`config.mk`:
```
export PLATFORM = sky130hd
export DESIGN_NAME = jtframe_sdram64_sched
export DESIGN_NICKNAME = d
export VERILOG_FILES = /design/src/rtl/jtframe_sdram64_sched.sv
export SDC_FILE = /design/constraint.sdc
export NUM_CORES = 1
export LEC_CHECK = 0
export CORE_AREA = 10 10 85 87
export DETAILED_ROUTE_END_ITERATION = 7
export DIE_AREA = 0 0 95 97
export PLACE_DENSITY = 0.84
export SETUP_SLACK_MARGIN = 0.4
export SLEW_MARGIN = 20
export SYNTH_ARGS = -nofsm -noshare
export SYNTH_HDL_FRONTEND = slang
export SYNTH_SLANG_ARGS = --single-unit
```
`constraint.sdc`:
```
create_clock -name clk -period 12.1 [get_ports clk]
set_clock_uncertainty 0.1 [all_clocks]
set_input_delay 3.025 -clock clk [delete_from_list [all_inputs] [get_ports clk]]
set_output_delay 3.025 -clock clk [all_outputs]
set_load 0.02 [all_outputs]
```
`src/rtl/jtframe_sdram64_sched.sv`:
```
// Command-bus scheduler for four 64-bit SDRAM bank controllers: rotating-priority
// grant, registered pin mux and periodic PRECHARGE-ALL + AUTO-REFRESH insertion.
module jtframe_sdram64_sched #(
    parameter int RFSH_PERIOD = 780,
    parameter int TRP         = 2,
    parameter int TRFC        = 7
) (
    input  logic        clk,
    input  logic        rst,
    input  logic        i_rfsh_en,
    input  logic [3:0]  i_br,
    input  logic [3:0]  i_bank_idle,
    input  logic [15:0] i_bank_cmd,
    input  logic [51:0] i_bank_a,
    output logic [3:0]  o_bg,
    output logic [3:0]  o_cmd,
    output logic [12:0] o_sdram_a,
    output logic [1:0]  o_ba,
    output logic [3:0]  o_set_prech,
    output logic        o_rfsh_busy
);

    localparam logic [3:0] CMD_NOP     = 4'b0111;
    localparam logic [3:0] CMD_PRECH   = 4'b0010;
    localparam logic [3:0] CMD_REFRESH = 4'b0001;

    localparam int CNT_W    = $clog2(RFSH_PERIOD);
    localparam int WAIT_MAX = (TRP > TRFC) ? TRP : TRFC;
    localparam int WAIT_W   = $clog2(WAIT_MAX + 1);

    typedef enum logic [2:0] {
        ST_NORMAL,
        ST_WAIT_IDLE,
        ST_PRECH,
        ST_TRP_W,
        ST_RFSH,
        ST_TRFC_W
    } state_t;

    state_t              r_state;
    state_t              w_next;
    logic [WAIT_W-1:0]   r_wait;
    logic [WAIT_W-1:0]   w_wait_next;
    logic [CNT_W-1:0]    r_cnt;
    logic                r_pending;
    logic [1:0]          r_ptr;
    logic [3:0]          r_cmd;
    logic [12:0]         r_a;
    logic [1:0]          r_ba;
    logic [3:0]          r_set_prech;
    logic                r_busy;

    logic [3:0]          w_allow;
    logic [3:0]          w_elig;
    logic                w_gnt_valid;
    logic [1:0]          w_gnt_idx;
    logic [1:0]          w_scan;
    logic [3:0]          w_cmds  [4];
    logic [12:0]         w_addrs [4];
    logic                w_gnt_used;
    logic                w_issue_prech;
    logic                w_issue_rfsh;
    logic                w_wrap;

    assign o_cmd       = r_cmd;
    assign o_sdram_a   = r_a;
    assign o_ba        = r_ba;
    assign o_set_prech = r_set_prech;
    assign o_rfsh_busy = r_busy;

    always_comb begin
        for (int b = 0; b < 4; b++) begin
            w_cmds[b]  = i_bank_cmd[b*4 +: 4];
            w_addrs[b] = i_bank_a[b*13 +: 13];
        end
    end

    // While waiting for idle, only banks with a transaction in flight may finish it
    always_comb begin
        w_allow = 4'h0;
        case (r_state)
            ST_NORMAL:    w_allow = 4'hF;
            ST_WAIT_IDLE: w_allow = ~i_bank_idle;
            default:      w_allow = 4'h0;
        endcase
        w_elig = rst ? 4'h0 : (i_br & w_allow);
    end

    // Scan from the far end so the bank closest to the pointer overwrites the others
    always_comb begin
        w_gnt_valid = 1'b0;
        w_gnt_idx   = 2'd0;
        w_scan      = 2'd0;
        for (int k = 3; k >= 0; k--) begin
            w_scan = r_ptr + k[1:0];
            if (w_elig[w_scan]) begin
                w_gnt_valid = 1'b1;
                w_gnt_idx   = w_scan;
            end
        end
        o_bg       = w_gnt_valid ? (4'b0001 << w_gnt_idx) : 4'h0;
        w_gnt_used = w_gnt_valid && (w_cmds[w_gnt_idx] != CMD_NOP);
    end

    always_comb begin
        w_next        = r_state;
        w_wait_next   = r_wait;
        w_issue_prech = 1'b0;
        w_issue_rfsh  = 1'b0;
        case (r_state)
            ST_NORMAL: begin
                if (r_pending) w_next = ST_WAIT_IDLE;
            end
            ST_WAIT_IDLE: begin
                if (i_bank_idle == 4'hF && !w_gnt_valid) w_next = ST_PRECH;
            end
            ST_PRECH: begin
                w_issue_prech = 1'b1;
                w_wait_next   = WAIT_W'(TRP - 1);
                w_next        = ST_TRP_W;
            end
            ST_TRP_W: begin
                if (r_wait == '0) w_next = ST_RFSH;
                else              w_wait_next = r_wait - WAIT_W'(1);
            end
            ST_RFSH: begin
                w_issue_rfsh = 1'b1;
                w_wait_next  = WAIT_W'(TRFC - 1);
                w_next       = ST_TRFC_W;
            end
            ST_TRFC_W: begin
                if (r_wait == '0) w_next = ST_NORMAL;
                else              w_wait_next = r_wait - WAIT_W'(1);
            end
            default: w_next = ST_NORMAL;
        endcase
    end

    always_ff @(posedge clk or posedge rst) begin
        if (rst) begin
            r_state <= ST_NORMAL;
            r_wait  <= '0;
            r_busy  <= 1'b0;
        end else begin
            r_state <= w_next;
            r_wait  <= w_wait_next;
            r_busy  <= (w_next != ST_NORMAL);
        end
    end

    assign w_wrap = (r_cnt == CNT_W'(RFSH_PERIOD - 1));

    // A wrap that lands while a refresh is still owed is dropped, not queued
    always_ff @(posedge clk or posedge rst) begin
        if (rst) begin
            r_cnt     <= '0;
            r_pending <= 1'b0;
        end else begin
            if (i_rfsh_en) begin
                if (w_wrap) r_cnt <= '0;
                else        r_cnt <= r_cnt + CNT_W'(1);
            end
            if (w_issue_rfsh)            r_pending <= 1'b0;
            else if (i_rfsh_en && w_wrap) r_pending <= 1'b1;
        end
    end

    always_ff @(posedge clk or posedge rst) begin
        if (rst) begin
            r_ptr <= 2'd0;
        end else if (w_gnt_used) begin
            r_ptr <= w_gnt_idx + 2'd1;
        end
    end

    always_ff @(posedge clk or posedge rst) begin
        if (rst) begin
            r_cmd       <= CMD_NOP;
            r_a         <= '0;
            r_ba        <= '0;
            r_set_prech <= 4'h0;
        end else begin
            r_set_prech <= 4'h0;
            if (w_issue_prech) begin
                r_cmd <= CMD_PRECH;
                r_a   <= 13'h0400;
                r_ba  <= 2'd0;
            end else if (w_issue_rfsh) begin
                r_cmd       <= CMD_REFRESH;
                r_set_prech <= 4'hF;
            end else if (w_gnt_valid) begin
                r_cmd <= w_cmds[w_gnt_idx];
                r_a   <= w_addrs[w_gnt_idx];
                r_ba  <= w_gnt_idx;
            end else begin
                r_cmd <= CMD_NOP;
            end
        end
    end

endmodule

```
### Word-level counts from Yosys, hierarchy flattened

Index checks and enable logic that the tools add are counted.

| storage, ports and cells | value |
|---|---|
| register bits after elaboration | 43 |
| bits in latches | 0 |
| RAM bits | 0 |
| bits in read-only memories | 0 |
| bits of input ports | 79 |
| output and inout bits | 28 |
| word-level logic and storage cells | 96 |
| memories | 0 |

| cells by class | value |
|---|---|
| add/sub/neg operators | 6 |
| multiply operators | 0 |
| divide/modulo/power cells | 0 |
| order comparisons | 5 |
| equal/unequal tests | 10 |
| shift-type cells | 1 |
| mux-type cells | 48 |
| bitwise operators | 3 |
| reduce and logical (&&, ||, !) cells | 13 |

Operator list:

| cell | count |
|---|---|
| $mux W13 | 5 |
| $mux W4 | 9 |
| $bmux W13 S2 | 1 |
| $pmux W3 S6 | 1 |
| $mux W3 | 5 |
| $mux W2 | 7 |
| $lt A2 B3 Y1 const B | 4 |
| $mux W1 | 12 |
| $add A10 B1 Y10 const B | 1 |
| $eq A10 B10 Y1 const B | 1 |
| $mux W10 | 1 |
| $pmux W3 S3 | 1 |
| $bmux W1 S2 | 4 |
| $bmux W4 S2 | 1 |
| $pmux W4 S2 | 1 |
| $eq A3 B2 Y1 const B | 2 |
| $eq A3 B3 Y1 const B | 2 |
| $logic_not A3 Y1 | 2 |
| $reduce_bool A3 Y1 | 2 |
| $add A2 B1 Y2 const B | 2 |
| $add A2 B2 Y2 const B | 2 |
| $and A4 B4 Y4 | 1 |
| $eq A4 B4 Y1 const B | 1 |
| $ne A2 B2 Y1 const B | 2 |
| other kinds (12) | 16 |

### Logic depth before layout (Yosys ltp)

Gate-level depths: netlist (run 1).

| depth | value |
|---|---|
| word-level depth | 17 |
| mapped depth | 10 |
| gate-level depth less buffers | 9 |

### Least setup slack after synthesis (run 1)

Ideal clock, no wire load.

| path | value |
|---|---|
| kind | input to output |
| start | input port rst |
| end | output port o_bg[0] |
| arrival time | 4.955 ns |
| data required time | 8.975 ns |
| slack | 4.020 ns |
| stages on the path | 9 |
| buffers on the path | 2 |
| cells stage by stage | nor3_4 -> nand3_2 -> nor3b_2 -> a211oi_4 -> buf_2 -> buf_4 -> inv_1 -> ha_1 -> and2_1 |

| between the ends | value |
|---|---|
| cells in the longest elaborated chain, start to end | 9 |
| elaborated cells between the ends (all ways) | 19 |
| those cells by class | shift (1); mux (18) |

Ends and longest elaborated chain:

| what | line | text |
|---|---|---|
| start, declared | 9 | `input logic rst,` |
| $mux W4 * | 86 | `w_elig = rst ? 4'h0 : (i_br & w_allow);` |
| $bmux W1 S2 | 96 | `if (w_elig[w_scan]) begin` |
| $mux W1 (implied by the code) | 96 |  |
| $mux W2 (4 in series) | 96 |  |
| $shl A1 B2 Y4 | 101 | `o_bg = w_gnt_valid ? (4'b0001 << w_gnt_idx) : 4'h0;` |
| $mux W4 * | 101 |  |
| end, declared | 15 | `output logic [3:0] o_bg,` |

Every way passes the cells marked *; elsewhere a longest branch is shown, timed or not. The select of a mux whose other input is x is not followed.

### Worst setup path in the final report (run 1)

Same ends and word-level chain as after synthesis.

==> reports/results.md, run 1 <==
## Outcome
* **result of the run** finished, final reports clean

## Clocking
* **clock sink total** 40
* **# Post-CTS Setup Buffers** 0
* **total CTS buffers** 5
* **post-CTS resize count** 0
* **Clock Pin Slew Worst Setup and Hold Paths** 70 ps
* **clock buffer depth** 2
* **clock tree from TritonCTS** yes
* **CTS HTree Levels** 2
* **Clk Latency, worst-skew pair** 300 ps
* **Clock Root Buffer** clkbuf_8
* **cts-stage hold buffer count** 0

## STA
* **count of final setup violators** 0
* **Final TNS setup** 0 ps
* **maximum clock rate** 110 MHz
* **RSZ-0062 raised after global routing** no
* **share of the cycle needed by the critical path after routing** 0.754
* **Final WS setup** 2980 ps
* **count of endpoints failing hold in the final timing report** 0
* **worst slew margin relative to its limit** 0.370
* **post-layout minimum cycle time** 9120 ps
* **max-slew violation count** 0
* **transition time at the pin with the least slew margin** 941 ps
* **worst hold slack** 389 ps

## Yosys
* **post-synthesis instance area** 2490 um2
* **top flip-flop cell by instance count after synthesis** dfrtp_1
* **post-synthesis cell count** 262
* **Post-synth EDFFs** 0
* **average cell area after synthesis** 9.52 um2
* **Async SR Flop Fraction** 1.00
* **Synth area leader** dfrtp_1
* **net count after synthesis** 348
* **portion of the post-synthesis area used by sequential elements** 0.403
* **area share of the largest cell type after synthesis** 0.371
* **largest cells by area after synthesis** dfrtp_1 (37%), mux2i_1 (10%), nand2_1 (7.2%)
* **#FFs+latches synth** 40
* **most numerous cell in the Yosys netlist** nand2_1
* **yosys synthesis warning count** 0
* **count of cell types in the netlist** 46
* **Post-synth top cells** nand2_1 (48), dfrtp_1 (37), mux2i_1 (25)

## Place
* **port bufs** 106
* **Detailed Place HPWL** 5.78 mm
* **DP Worst Slack** 3000 ps
* **final weighted congestion of routability-driven global placement** 0.810

## Setup path
* **reg-to-reg startpoint** r_state[2]
* **data arrival time of the critical path** 6000 ps
* **data required time at the worst endpoint** 8970 ps
* **critical path endpoint category** output port
* **Worst Path Max Fanout** 38
* **RR Endpoint** r_ptr[1]
* **Worst setup startpoint** rst
* **Startpoint Class** input pin
* **setup slack of the worst register-to-register path** 8530 ps
* **critical path type** input pin to output port
* **number of cells traversed by the worst register-to-register path** 9

## Finish
* **layout cell share with drive strength beyond 1** 0.0718
* **relative area change from synthesis to final layout** 47.5%
* **fill cell count** 483
* **antenna diode instance count** 0
* **fin nets** 447

## Drt
* **Post-route DRC** 0
* **DR iter-0 viols** 74
* **antenna violation net count after detailed routing** 0
* **total vias in the final route** 2311
* **final wirelength** 7.21 mm
* **drt first pass iters** 5
* **routed wire length per instance** 16.6 um
* **DR vias/cell** 5.32

## Pwr
* **power density over the cells** 129 nW/um2
* **VDD IR-drop max** 0.0640 mV
* **total leakage power** 0.00156 uW

## Global route
* **number of antenna violations at the first check in global routing** 0
* **Tot GR Track Use** 0.159
* **vias in the first global route** 2521
* **gr ovfl total** 0
* **first-pass GRT wire length** 11.9 mm
* **pin count of the biggest net entering global routing** 39

## Floorplanning
* **number of cell rows** 27
* **die extent in y** 97 um
* **core box area** 5470 um2
* **I/O pin count** 107
* **starting utilization of the core area** 0.456
* **width of the chip** 95 um
* **Die Area** 9220 um2

## Worst hold path
* **Worst Hold Path EP** o_ba[1]
* **hold_sp** o_ba[1]
* **number of cells traversed by the worst hold path** 2
* **class of the worst hold path** flop to flop

## Job
* **max capacitance violation total** 0

## critical path, cell delays in order
cell             delay, ps
clkdlybuf4s50_1        460
nor3_4                 310
nand3_2                180
nor3b_2                210
a211oi_4               200
buf_4                  470
inv_1                  180
ha_1                   240
and2_1                 140
clkdlybuf4s50_1        550
## state kept, by name (all words and copies together) (netlist names)
register	count
r_cnt	10
r_ptr	2
o_rfsh_busy	1
r_wait	3
o_sdram_a	13
o_set_prech	1
o_cmd	4
r_pending	1
r_state	3
o_ba	2
## cells by family (layout without fill, tap and decap cells)
family	count (synthesis)	in the layout	share of synthesized area
DFF	40	40	0.403
muxes	31	31	0.127
buffers and inverters	26	126	0.0476
AOI/OAI and AO/OA	45	45	0.151
and+or+nand+nor	107	107	0.215
adders and majority gates	7	7	0.0351
xor gates and xnor gates	6	6	0.0211
## report_power, final
group | internal (uW) | switching (uW)
Clock | 46.2 | 49.8
Sequential | 162 | 21.9
Combinational | 99.2 | 93.8
Total | 308 | 166
## metrics by stage
stage / utilization / cell area [um2] / power [uW] / cells
floorplan: - / 2490 / 293 / 262
global placement: 0.655 / 3580 / 375 / 426
detailed placement: 0.655 / 3580 / 382 / 426
CTS: 0.673 / 3680 / 478 / 434
global route: 0.673 / 3680 / 501 / 434
finish: 0.673 / 3680 / 473 / 434
## cell usage in the layout (no fill, tap or decap), types with 2 or more instances in the layout
| cell | n |
|---|---|
| ha_1 | 7 |
| mux2_2 | 2 |
| xor2_1 | 5 |
| nand3_1 | 7 |
| nand2_1 | 48 |
| or3_1 | 3 |
| dfrtp_1 | 37 |
| clkbuf_8 | 6 |
| nand4_1 | 5 |
| a32oi_1 | 2 |
| nand3_2 | 2 |
| inv_1 | 8 |
| nand2b_1 | 6 |
| clkdlybuf4s50_1 | 106 |
| mux2_1 | 4 |
| a221o_1 | 3 |
| dfstp_2 | 3 |
| buf_4 | 3 |
| a32o_1 | 12 |
| and3_1 | 6 |
| o21ai_0 | 6 |
| mux2i_1 | 25 |
| nor2_1 | 16 |
| nor3_1 | 2 |
| nand4b_1 | 2 |
| a21oi_1 | 11 |
| and2_1 | 5 |
| clkinvlp_4 | 2 |
## layer usage
layer,vias to the layer above,global-route usage,share of wire
met5,-,0,0
met4,0,0.0492,0.016
met3,10,0.0732,0.10
met2,92,0.269,0.50
met1,1080,0.169,0.38
li1,1129,-,-
## final cells by class
class,instances,area (um2),area share
clock buffer,6,82.6,0.0224
timing repair buffer,109,1080,0.294
inverter,9,33.8,0.00918
clock inverter,2,15.0,0.00408
multi-input combinational,196,1370,0.373
tap,72,90.1,0.0245
sequential,40,1000,0.273
## worst max path at each step
| stage | endpoint | cells after the start |
|---|---|---|
| after floorplan | o_bg[0] | 9 |
| after global placement | o_bg[0] | 10 |
| after detailed placement | o_bg[0] | 10 |
| after CTS | o_bg[0] | 10 |
| after global routing | o_bg[0] | 10 |
| final | o_bg[0] | 10 |
Note: power is estimated with default switching activity, not from simulation.
==> run 2: changes to the inputs <==
CORE_AREA = 10 10 91 93   (was 10 10 85 87)
DIE_AREA = 0 0 101 103   (was 0 0 95 97)
PLACE_DENSITY = 0.77   (was 0.84)
clock period = 7.9 ns   (was 12.1 ns; I/O delays follow)
==> reports/results.md, run 2 (same netlist as run 1, synthesis figures left out) <==
## Job
* **max capacitance violation total** 0, unchanged

## Place
* **cell area after placement** 3610 um2, +0.80%
* **dpl cells** 435, +2.1%
* **port bufs** 106, unchanged
* **Detailed Place HPWL** 5.78 mm, +0.12%
* **final weighted congestion of routability-driven global placement** 0.806, -0.49%

## STA
* **count of endpoints failing hold in the final timing report** 0, unchanged
* **maximum clock rate** 149 MHz
* **Final TNS setup** 0 ps, unchanged
* **post-layout minimum cycle time** 6720 ps
* **count of final setup violators** 0, unchanged
* **transition time at the pin with the least slew margin** 985 ps, +43.8 ps
* **worst slew margin relative to its limit** 0.341, -0.0293
* **share of the cycle needed by the critical path after routing** 0.851
* **max-slew violation count** 0, unchanged
* **RSZ-0062 raised after global routing** no

## Drt
* **DR vias/cell** 5.21, -2.2%
* **routed wire length per instance** 16.2 um, -2.4%
* **drt first pass iters** 5, unchanged
* **DR iter-0 viols** 53, -28%
* **Post-route DRC** 0, unchanged
* **antenna violation net count after detailed routing** 0, unchanged
* **final wirelength** 7.18 mm, -0.33%
* **total vias in the final route** 2307, -0.17%

## Finish
* **layout cell share with drive strength beyond 1** 0.0744, +0.00256
* **fill cell count** 584, +21%
* **antenna diode instance count** 0, unchanged
* **number of standard cells in the final layout excluding fillers** 443, +2.1%
* **fin nets** 448, +0.22%
* **leading cell types in the layout, fill and taps excluded** clkdlybuf4s50_1 (106), nand2_1 (48), dfrtp_1 (37)
* **utilization after layout** 0.569, -0.103
* **most frequent standard cell in the layout excluding fill and tap cells** clkdlybuf4s50_1
* **area of all placed cells without fillers** 3740 um2, +1.6%
* **max FFs per register** 13, unchanged
* **relative area change from synthesis to final layout** 49.8%

## Setup path
* **buffers plus inverters on the worst setup path** 3, -1
* **number of cells traversed by the worst register-to-register path** 9, unchanged
* **CP max stage delay** 610 ps, +60 ps
* **critical path endpoint category** output port
* **critical path type** input pin to output port
* **Worst Path Max Fanout** 21, -45%
* **worst path cell trace** clkdlybuf4s50_1 -> nor3_4 -> nand3_2 -> and2_1 -> a311oi_4 -> buf_4 -> ha_1 -> and2_1 -> clkdlybuf4s50_1
* **family of cells with the greatest summed delay on the critical path** buffers and inverters
* **standard cell with the maximum stage delay on the critical path** clkdlybuf4s50_1
* **RR Endpoint** r_ptr[1]
* **data required time at the worst endpoint** 5830 ps, -3140 ps
* **reg-to-reg startpoint** r_state[2]
* **setup slack of the worst register-to-register path** 4240 ps, -4290 ps
* **data arrival time of the critical path** 4650 ps, -1350 ps
* **Startpoint Class** input pin

## Outcome
* **result of the run** finished, final reports clean

## Floorplanning
* **die extent in y** 103 um, +6.2%
* **I/O pin count** 107, unchanged
* **starting utilization of the core area** 0.380, -0.0761
* **Die Area** 10400 um2, +13%
* **width of the chip** 101 um, +6.3%
* **core box area** 6570 um2, +20%
* **number of cell rows** 30, +11%

## Global route
* **Tot GR Track Use** 0.138, -0.0206
* **gr ovfl total** 0, unchanged
* **number of antenna violations at the first check in global routing** 0, unchanged
* **vias in the first global route** 2479, -1.7%
* **pin count of the biggest net entering global routing** 41, +5.1%
* **first-pass GRT wire length** 11.6 mm, -2.4%

## Pwr
* **proportion of power drawn by flip-flops and latches** 0.370, -0.019
* **part of the total power dissipated in combinational logic** 0.390, -0.018
* **power dissipated by switching net loads** 247 uW, +49%
* **Internal Power** 513 uW, +67%
* **VDD IR-drop max** 0.100 mV, +57%
* **total leakage power** 0.00158 uW, +1.7%
* **power density over the cells** 203 nW/um2, +58%
* **switching share of power** 0.325, -0.0250
* **proportion of power drawn by the clock network** 0.240, +0.037

## Clocking
* **cts-stage hold buffer count** 0, unchanged
* **total CTS buffers** 5, unchanged
* **CTS HTree Levels** 2, unchanged
* **Clock Root Buffer** clkbuf_8
* **clock buffer depth** 2, unchanged
* **post-CTS resize count** 0, unchanged
* **# Post-CTS Setup Buffers** 0, unchanged
* **clock sink total** 40, unchanged
* **clock tree from TritonCTS** yes
* **Clock Pin Slew Worst Setup and Hold Paths** 80 ps, about the same
* **Clk Latency, worst-skew pair** 290 ps, about the same

## Worst hold path
* **Worst Hold Path EP** o_ba[1]
* **number of cells traversed by the worst hold path** 2, unchanged
* **class of the worst hold path** flop to flop
* **hold_sp** o_ba[1]

[run 2: per-layer routing]
layer  up-vias  GRT usage  routed length (um)
met5         -          0                   0
met4         0     0.0482                  80
met3         8     0.0603                 666
met2        75      0.246                3750
met1      1090      0.141                2690
li1       1134          -                   -
[run 2: power by group through the flow]
stage	Clock [uW]	Combinational [uW]	Sequential (uW)
floorplan	0	138	310
global placement	0	296	282
CTS	189	302	282
global route	197	323	289
finish	182	296	281
detailed placement	0	302	286
[run 2: area by class of cell]
cell class              instances  area (um2)  area share
multi-input cells             196        1380       0.370
repair buffers                110        1090       0.292
inverters                       9        33.8     0.00904
clock buffers                   7        96.3      0.0258
clock inverters                 1        30.0     0.00803
flip-flops and latches         40        1000       0.269
well taps                      80         100      0.0268
[run 2: how the worst max path moves through the flow]
stage	from	to	slack, ps	cells past startpoint
after floorplan	rst	o_bg[0]	1920	9
after global placement	rst	o_bg[2]	1260	9
after detailed placement	rst	o_bg[3]	1160	9
after CTS	rst	o_bg[3]	1160	9
after global routing	rst	o_bg[3]	1010	9
final	rst	o_bg[3]	1180	9
[run 2: worst min-delay path: cells and delay by family (launching register included)]
kind,cells,cell delay [ps]
flops,1,360
simple gates,2,100
[run 2: metrics by stage]
| stage | worst slack, ps | hold WS (ps) | total power (uW) |
|---|---|---|---|
| after floorplan | 1920 | 359 | 448 |
| after global placement | 1260 | 362 | 578 |
| after detailed placement | 1160 | 380 | 588 |
| after CTS | 1160 | 398 | 773 |
| after global routing | 1010 | 409 | 808 |
| final | 1180 | 393 | 760 |
